**config.mk**
```make
export PLATFORM = sky130hd
export DESIGN_NAME = spi_cmd_ctrl_flat
export DESIGN_NICKNAME = d
export VERILOG_FILES = /design/src/rtl/spi_cmd_ctrl_if.sv /design/src/rtl/spi_cmd_ctrl.sv /design/src/flat_wrapper.sv
export SDC_FILE = /design/constraint.sdc
export NUM_CORES = 1
export LEC_CHECK = 0
export CORE_MARGIN = 4
export CORE_UTILIZATION = 41
export DETAILED_ROUTE_END_ITERATION = 8
export PLACE_DENSITY = 0.73
export REMOVE_ABC_BUFFERS = 1
export SLEW_MARGIN = 20
export SYNTH_ARGS = -nofsm -noshare
export SYNTH_HDL_FRONTEND = slang
export SYNTH_SLANG_ARGS = --single-unit
```
**constraint.sdc**
```tcl
create_clock -name i_Clk -period 1.7 [get_ports i_Clk]
set_clock_uncertainty 0.05 [all_clocks]
set_input_delay 0.255 -clock i_Clk [delete_from_list [all_inputs] [get_ports i_Clk]]
set_output_delay 0.255 -clock i_Clk [all_outputs]
set_load 0.005 [all_outputs]
```
**src/rtl/spi_cmd_ctrl_if.sv**
```systemverilog
// Byte-level handshake between the SPI slave, the command controller and the
// controlled FSM.
interface spi_cmd_ctrl_if;
  logic       i_RX_DV;
  logic [7:0] i_RX_Byte;
  logic [7:0] i_State;
  logic       o_TX_DV;
  logic [7:0] o_TX_Byte;
  logic       o_Fsm_Step;
  logic       o_Fsm_Signal;
  logic [7:0] o_Err_Count;
  logic       o_Busy;

  modport slave (
    input  i_RX_DV, i_RX_Byte, i_State,
    output o_TX_DV, o_TX_Byte, o_Fsm_Step, o_Fsm_Signal, o_Err_Count, o_Busy
  );

  modport master (
    output i_RX_DV, i_RX_Byte, i_State,
    input  o_TX_DV, o_TX_Byte, o_Fsm_Step, o_Fsm_Signal, o_Err_Count, o_Busy
  );
endinterface

```
**src/rtl/spi_cmd_ctrl.sv**
```systemverilog
// Decodes single-byte SPI commands: read FSM state, step the FSM with a 0/1
// input, or answer RESP_ERR. Every output is a flop.
module spi_cmd_ctrl #(
  parameter logic [7:0] CMD_READ = 8'hFF,
  parameter logic [7:0] CMD_IN0  = 8'h00,
  parameter logic [7:0] CMD_IN1  = 8'h01,
  parameter logic [7:0] RESP_ERR = 8'hEE
) (
  input logic           i_Clk,
  input logic           i_Rst,
  spi_cmd_ctrl_if.slave bus
);

  typedef enum logic [2:0] {
    IDLE    = 3'd0,
    DECODE  = 3'd1,
    STEP    = 3'd2,
    SETTLE  = 3'd3,
    LOAD_TX = 3'd4
  } state_t;

  state_t     state_q, state_d;
  logic [7:0] cmd_q, cmd_d;
  logic [7:0] tx_byte_q, tx_byte_d;
  logic [7:0] err_count_q, err_count_d;
  logic       tx_dv_q, tx_dv_d;
  logic       fsm_step_q, fsm_step_d;
  logic       fsm_signal_q, fsm_signal_d;
  logic       busy_q, busy_d;
  logic       bad_cmd;
  logic       overrun;

  always_comb begin
    state_d      = state_q;
    cmd_d        = cmd_q;
    tx_byte_d    = tx_byte_q;
    fsm_signal_d = fsm_signal_q;
    bad_cmd      = 1'b0;

    case (state_q)
      IDLE: begin
        if (bus.i_RX_DV) begin
          cmd_d   = bus.i_RX_Byte;
          state_d = DECODE;
        end else begin
          state_d = IDLE;
        end
      end
      DECODE: begin
        if (cmd_q == CMD_READ) begin
          tx_byte_d = bus.i_State;
          state_d   = LOAD_TX;
        end else if ((cmd_q == CMD_IN0) || (cmd_q == CMD_IN1)) begin
          fsm_signal_d = cmd_q[0];
          state_d      = STEP;
        end else begin
          tx_byte_d = RESP_ERR;
          bad_cmd   = 1'b1;
          state_d   = LOAD_TX;
        end
      end
      STEP:    state_d = SETTLE;
      // The FSM has had a full cycle to transition; capture its new state.
      SETTLE: begin
        tx_byte_d = bus.i_State;
        state_d   = LOAD_TX;
      end
      LOAD_TX: state_d = IDLE;
      default: state_d = IDLE;
    endcase

    // A byte arriving while busy is dropped; it shares one increment with a bad command.
    overrun = bus.i_RX_DV && (state_q != IDLE);
    if ((bad_cmd || overrun) && (err_count_q != 8'hFF)) begin
      err_count_d = err_count_q + 8'd1;
    end else begin
      err_count_d = err_count_q;
    end

    tx_dv_d    = (state_d == LOAD_TX);
    fsm_step_d = (state_d == STEP);
    busy_d     = (state_d != IDLE);
  end

  always_ff @(posedge i_Clk or posedge i_Rst) begin
    if (i_Rst) begin
      state_q      <= IDLE;
      cmd_q        <= 8'h00;
      tx_byte_q    <= 8'h00;
      err_count_q  <= 8'h00;
      tx_dv_q      <= 1'b0;
      fsm_step_q   <= 1'b0;
      fsm_signal_q <= 1'b0;
      busy_q       <= 1'b0;
    end else begin
      state_q      <= state_d;
      cmd_q        <= cmd_d;
      tx_byte_q    <= tx_byte_d;
      err_count_q  <= err_count_d;
      tx_dv_q      <= tx_dv_d;
      fsm_step_q   <= fsm_step_d;
      fsm_signal_q <= fsm_signal_d;
      busy_q       <= busy_d;
    end
  end

  assign bus.o_TX_DV      = tx_dv_q;
  assign bus.o_TX_Byte    = tx_byte_q;
  assign bus.o_Fsm_Step   = fsm_step_q;
  assign bus.o_Fsm_Signal = fsm_signal_q;
  assign bus.o_Err_Count  = err_count_q;
  assign bus.o_Busy       = busy_q;

endmodule

```
**src/flat_wrapper.sv**
```systemverilog
// flat-port wrapper written by rule: the top's interface ports become plain ports
module spi_cmd_ctrl_flat 
#(
  parameter logic [7:0] CMD_READ = 8'hFF,
  parameter logic [7:0] CMD_IN0  = 8'h00,
  parameter logic [7:0] CMD_IN1  = 8'h01,
  parameter logic [7:0] RESP_ERR = 8'hEE
)
  (i_Clk, i_Rst, bus_i_RX_DV, bus_i_RX_Byte, bus_i_State, bus_o_TX_DV, bus_o_TX_Byte, bus_o_Fsm_Step, bus_o_Fsm_Signal, bus_o_Err_Count, bus_o_Busy);
  spi_cmd_ctrl_if bus_i ();
  input logic i_Clk;
  input logic i_Rst;
  input wire logic [$bits(bus_i.i_RX_DV)-1:0] bus_i_RX_DV;
  input wire logic [$bits(bus_i.i_RX_Byte)-1:0] bus_i_RX_Byte;
  input wire logic [$bits(bus_i.i_State)-1:0] bus_i_State;
  output wire logic [$bits(bus_i.o_TX_DV)-1:0] bus_o_TX_DV;
  output wire logic [$bits(bus_i.o_TX_Byte)-1:0] bus_o_TX_Byte;
  output wire logic [$bits(bus_i.o_Fsm_Step)-1:0] bus_o_Fsm_Step;
  output wire logic [$bits(bus_i.o_Fsm_Signal)-1:0] bus_o_Fsm_Signal;
  output wire logic [$bits(bus_i.o_Err_Count)-1:0] bus_o_Err_Count;
  output wire logic [$bits(bus_i.o_Busy)-1:0] bus_o_Busy;
  assign bus_i.i_RX_DV = bus_i_RX_DV;
  assign bus_i.i_RX_Byte = bus_i_RX_Byte;
  assign bus_i.i_State = bus_i_State;
  assign bus_o_TX_DV = bus_i.o_TX_DV;
  assign bus_o_TX_Byte = bus_i.o_TX_Byte;
  assign bus_o_Fsm_Step = bus_i.o_Fsm_Step;
  assign bus_o_Fsm_Signal = bus_i.o_Fsm_Signal;
  assign bus_o_Err_Count = bus_i.o_Err_Count;
  assign bus_o_Busy = bus_i.o_Busy;
  spi_cmd_ctrl #(.CMD_READ(CMD_READ), .CMD_IN0(CMD_IN0), .CMD_IN1(CMD_IN1), .RESP_ERR(RESP_ERR)) u_core (.i_Clk(i_Clk), .i_Rst(i_Rst), .bus(bus_i));
endmodule
```
==> flow_summary.ini <==
[run_status]
status = finished with violations
violations = negative setup slack

[global_route]
grt_max_degree = 32
track_usage = 0.151
antenna_found_initial = 0
grt-ovfl-total = 0
grt_pass1_wl_um = 4970
grt_pass1_vias = 1134

[floorplanning]
pin_count = 39
fp.dieH_um = 66.4
start_util = 0.443
die_w_um = 66.4
rows = 20
core-area_um2 = 3150
die_area_um2 = 4400

[worst_setup_path]
slowest_delay_ns = 0.59
cp_cell_sequence = or4_4 -> buf_4 -> nor4_4 -> mux2_4
timing.rr.end = u_core.bus.o_Fsm_Signal$_DFFE_PP0P_
cp.required_ns = 1.87
cp.arrival_ns = 1.99
worstRegToRegCells = 4
cp_max_fo = 4
critPathKind = reg -> reg
endpoint_kind = flop
r2r-start = u_core.cmd_q[7]$_DFFE_PP0P_
slowest_stage = or4_4
r2r_slack_ns = -0.12
worst_setup_path_start_kind = flop

[logic_synthesis]
ys_ff_latch = 31
netlist_area_um2 = 1400
seq_area_frac_synth = 0.556
synth_mux_area_frac = 0.0986
synth_area_leaders = dfrtp_1 56%, mux2_2 8.1%, nor2_1 4.8%
synth_top_family_by_area = simple AND/OR/NAND/NOR gates
synth_xor_area_frac = 0.0376
syn-mean-instance-area_um2 = 11.9
synth_compound_area_frac = 0.0699
synthAdderAreaFrac = 0.00896
yosysTopAreaCell = dfrtp_1
yosys.area_share.simple = 0.194
synthCells = 117
synth_cell_type_count = 31
synth_top_area_share = 0.556
ys_warn_count = 0

[timing]
setup_ws_ns = -0.120
final-max-slew-violation-count = 0
fmax_ghz = 0.549
setup_viol = 13
finalCritPeriodShare = 1.07
rsz0062_at_grt = yes
relSlewSlack = 0.739
final.setup.tns_ns = -0.669
worst_pin_slew_ns = 0.392
finalHoldViolations = 0
finalCriticalPeriod_ns = 1.82

[place]
dp_hpwl_um = 2150
pre_cts_slack_ns = -0.199
portBuffers = 38
finalWeightedCongestion = 0.775

[job]
cap_violations = 0

[cts]
cts_buffers = 5
clkTransAtPathRegs_ns = 0.09
clk-insertion-delay-late_ns = 0.33
h-tree-depth = 2
clock-sinks = 31
cts_tree = yes
clk_path_buf_depth = 2
clk_root_buffer_cell = clkbuf_4

[route]
dr.pass1.iters = 3
antenna_left = 0
wirelength_um = 2880
drcViolationCount = 0
wl_per_cell_um = 12.8
drt_iter0_drc = 41
routed_via_density = 4.75
vias = 1068

[finish]
n_fill_cell = 272
diodes = 0
layout.nets = 200
area_growth_pct = 48.6
post-route-util = 0.658
drive_above_1_share = 0.293

[min_path]
worstHoldPathType = in -> async

[pwr]
ir_drop_mv = 0.585
p_leak_nw = 0.863
p_per_area_nw_per_um2 = 1170
## placed cells by master, fill, tap and decap left out, drive strengths merged, types with 3 or more instances in the layout
| master | count |
|---|---|
| mux2 | 11 |
| dfrtp | 31 |
| nor2 | 19 |
| xnor2 | 5 |
| inv | 4 |
| nand3 | 3 |
| a21oi | 7 |
| clkbuf | 8 |
| nand4 | 5 |
| buf | 22 |
| clkdlybuf4s50 | 38 |
| nand2 | 6 |
| o21ai | 4 |
## kinds of logic (layout without fill, tap and decap cells)
family,Yosys count,after routing
flip-flops,31,31
adder cells (fa/ha/maj),1,1
AND/OR/NAND/NOR,45,45
multiplexers,12,12
buffers and inverters,8,72
AO/OA/AOI/OAI,14,14
XOR/XNOR,6,6
## what timing repair did
action	4_1_cts	5_1_grt
resized for setup	5	6
pin swaps	7	2
hold buffers	0	0
endpoints found under the setup margin	18	23
buffers inserted	3	1
## routing by layer
metal / part of all wire / global-route usage / routed length, um / up-vias
li1: - / - / - / 532
met1: 0.40 / 0.165 / 1160 / 498
met2: 0.50 / 0.254 / 1430 / 34
met3: 0.088 / 0.0697 / 253 / 4
met4: 0.011 / 0.0533 / 32 / 0
met5: 0 / 0 / 0 / -
## state kept, by name, indices dropped and copies added (netlist names)
register                 count
u_core.bus.o_Busy            1
u_core.bus.o_Fsm_Step        1
u_core.cmd_q                 8
u_core.bus.o_Fsm_Signal      1
u_core.bus.o_TX_Byte         8
u_core.state_q               3
u_core.bus.o_Err_Count       8
u_core.bus.o_TX_DV           1
## power breakdown
part / leakage, nW / switching (W) / internal (W) / total [W]
clock network: 0.0386 / 0.000243 / 0.000243 / 0.000486
logic: 0.460 / 0.000317 / 0.000562 / 0.000879
registers: 0.364 / 0.000153 / 0.000906 / 0.00106
## final cells by class
cell class | instances | area [um2] | share of cell area
Inverter | 4 | 15.0 | 0.00724
Sequential cell | 31 | 778 | 0.375
Tap cell | 44 | 55.1 | 0.0265
Clock buffer | 8 | 68.8 | 0.0332
Timing Repair Buffer | 60 | 557 | 0.268
Multi-Input combinational cell | 78 | 601 | 0.290
## cells in the mapped netlist
master and count:
dfrtp_1 31, o21ai_1 1, inv_1 4, mux2_2 10, o21ai_0 3, nor4b_2 1, or3_1 1, nand2b_1 2
nand3_1 3, nor4_4 1, nor2_1 18, nor3_4 1, buf_4 1, mux2_4 1, nand4_1 5, buf_2 1
buf_6 2, or4_4 1, nor3_1 1, nand2_1 6, a211oi_2 1, o22a_1 1, mux2i_1 1, nand3b_1 2
xor2_1 1, xnor2_1 5, a21oi_1 7, nor3b_2 2, o31ai_4 1, nor2_2 1, ha_1 1
## per-stage QoR
stage / power, W / cells / hold slack [ns] / instance area [um2]
3_5_place_dp: 0.00191 / 214 / 0.440 / 1940
4_1_cts: 0.00243 / 224 / 0.251 / 2040
5_1_grt: 0.00259 / 225 / 0.275 / 2070
3_3_place_gp: 0.00187 / 214 / 0.436 / 1940
6_report: 0.00242 / 225 / 0.251 / 2070
2_1_floorplan: 0.00142 / 113 / 0.309 / 1360
## how the worst max path moves through the flow
stage,from,to
3_5_place_dp,bus_i_RX_DV,u_core.bus.o_Err_Count[1]$_DFFE_PP0P_
6_report,u_core.cmd_q[7]$_DFFE_PP0P_,u_core.bus.o_Fsm_Signal$_DFFE_PP0P_
2_1_floorplan,u_core.state_q[1]$_DFF_PP0_,u_core.bus.o_Err_Count[1]$_DFFE_PP0P_
5_1_grt,u_core.cmd_q[7]$_DFFE_PP0P_,u_core.bus.o_Fsm_Signal$_DFFE_PP0P_
3_3_place_gp,bus_i_RX_DV,u_core.bus.o_Err_Count[1]$_DFFE_PP0P_
4_1_cts,u_core.cmd_q[7]$_DFFE_PP0P_,u_core.bus.o_Err_Count[1]$_DFFE_PP0P_
## critical path: cells and delay by family (launching register included)
family / cells / cell delay (ns)
buffers and inverters: 1 / 0.17
DFF: 1 / 0.39
and+or+nand+nor: 2 / 0.78
muxes: 1 / 0.33
Power figures use the tool's default switching activity.
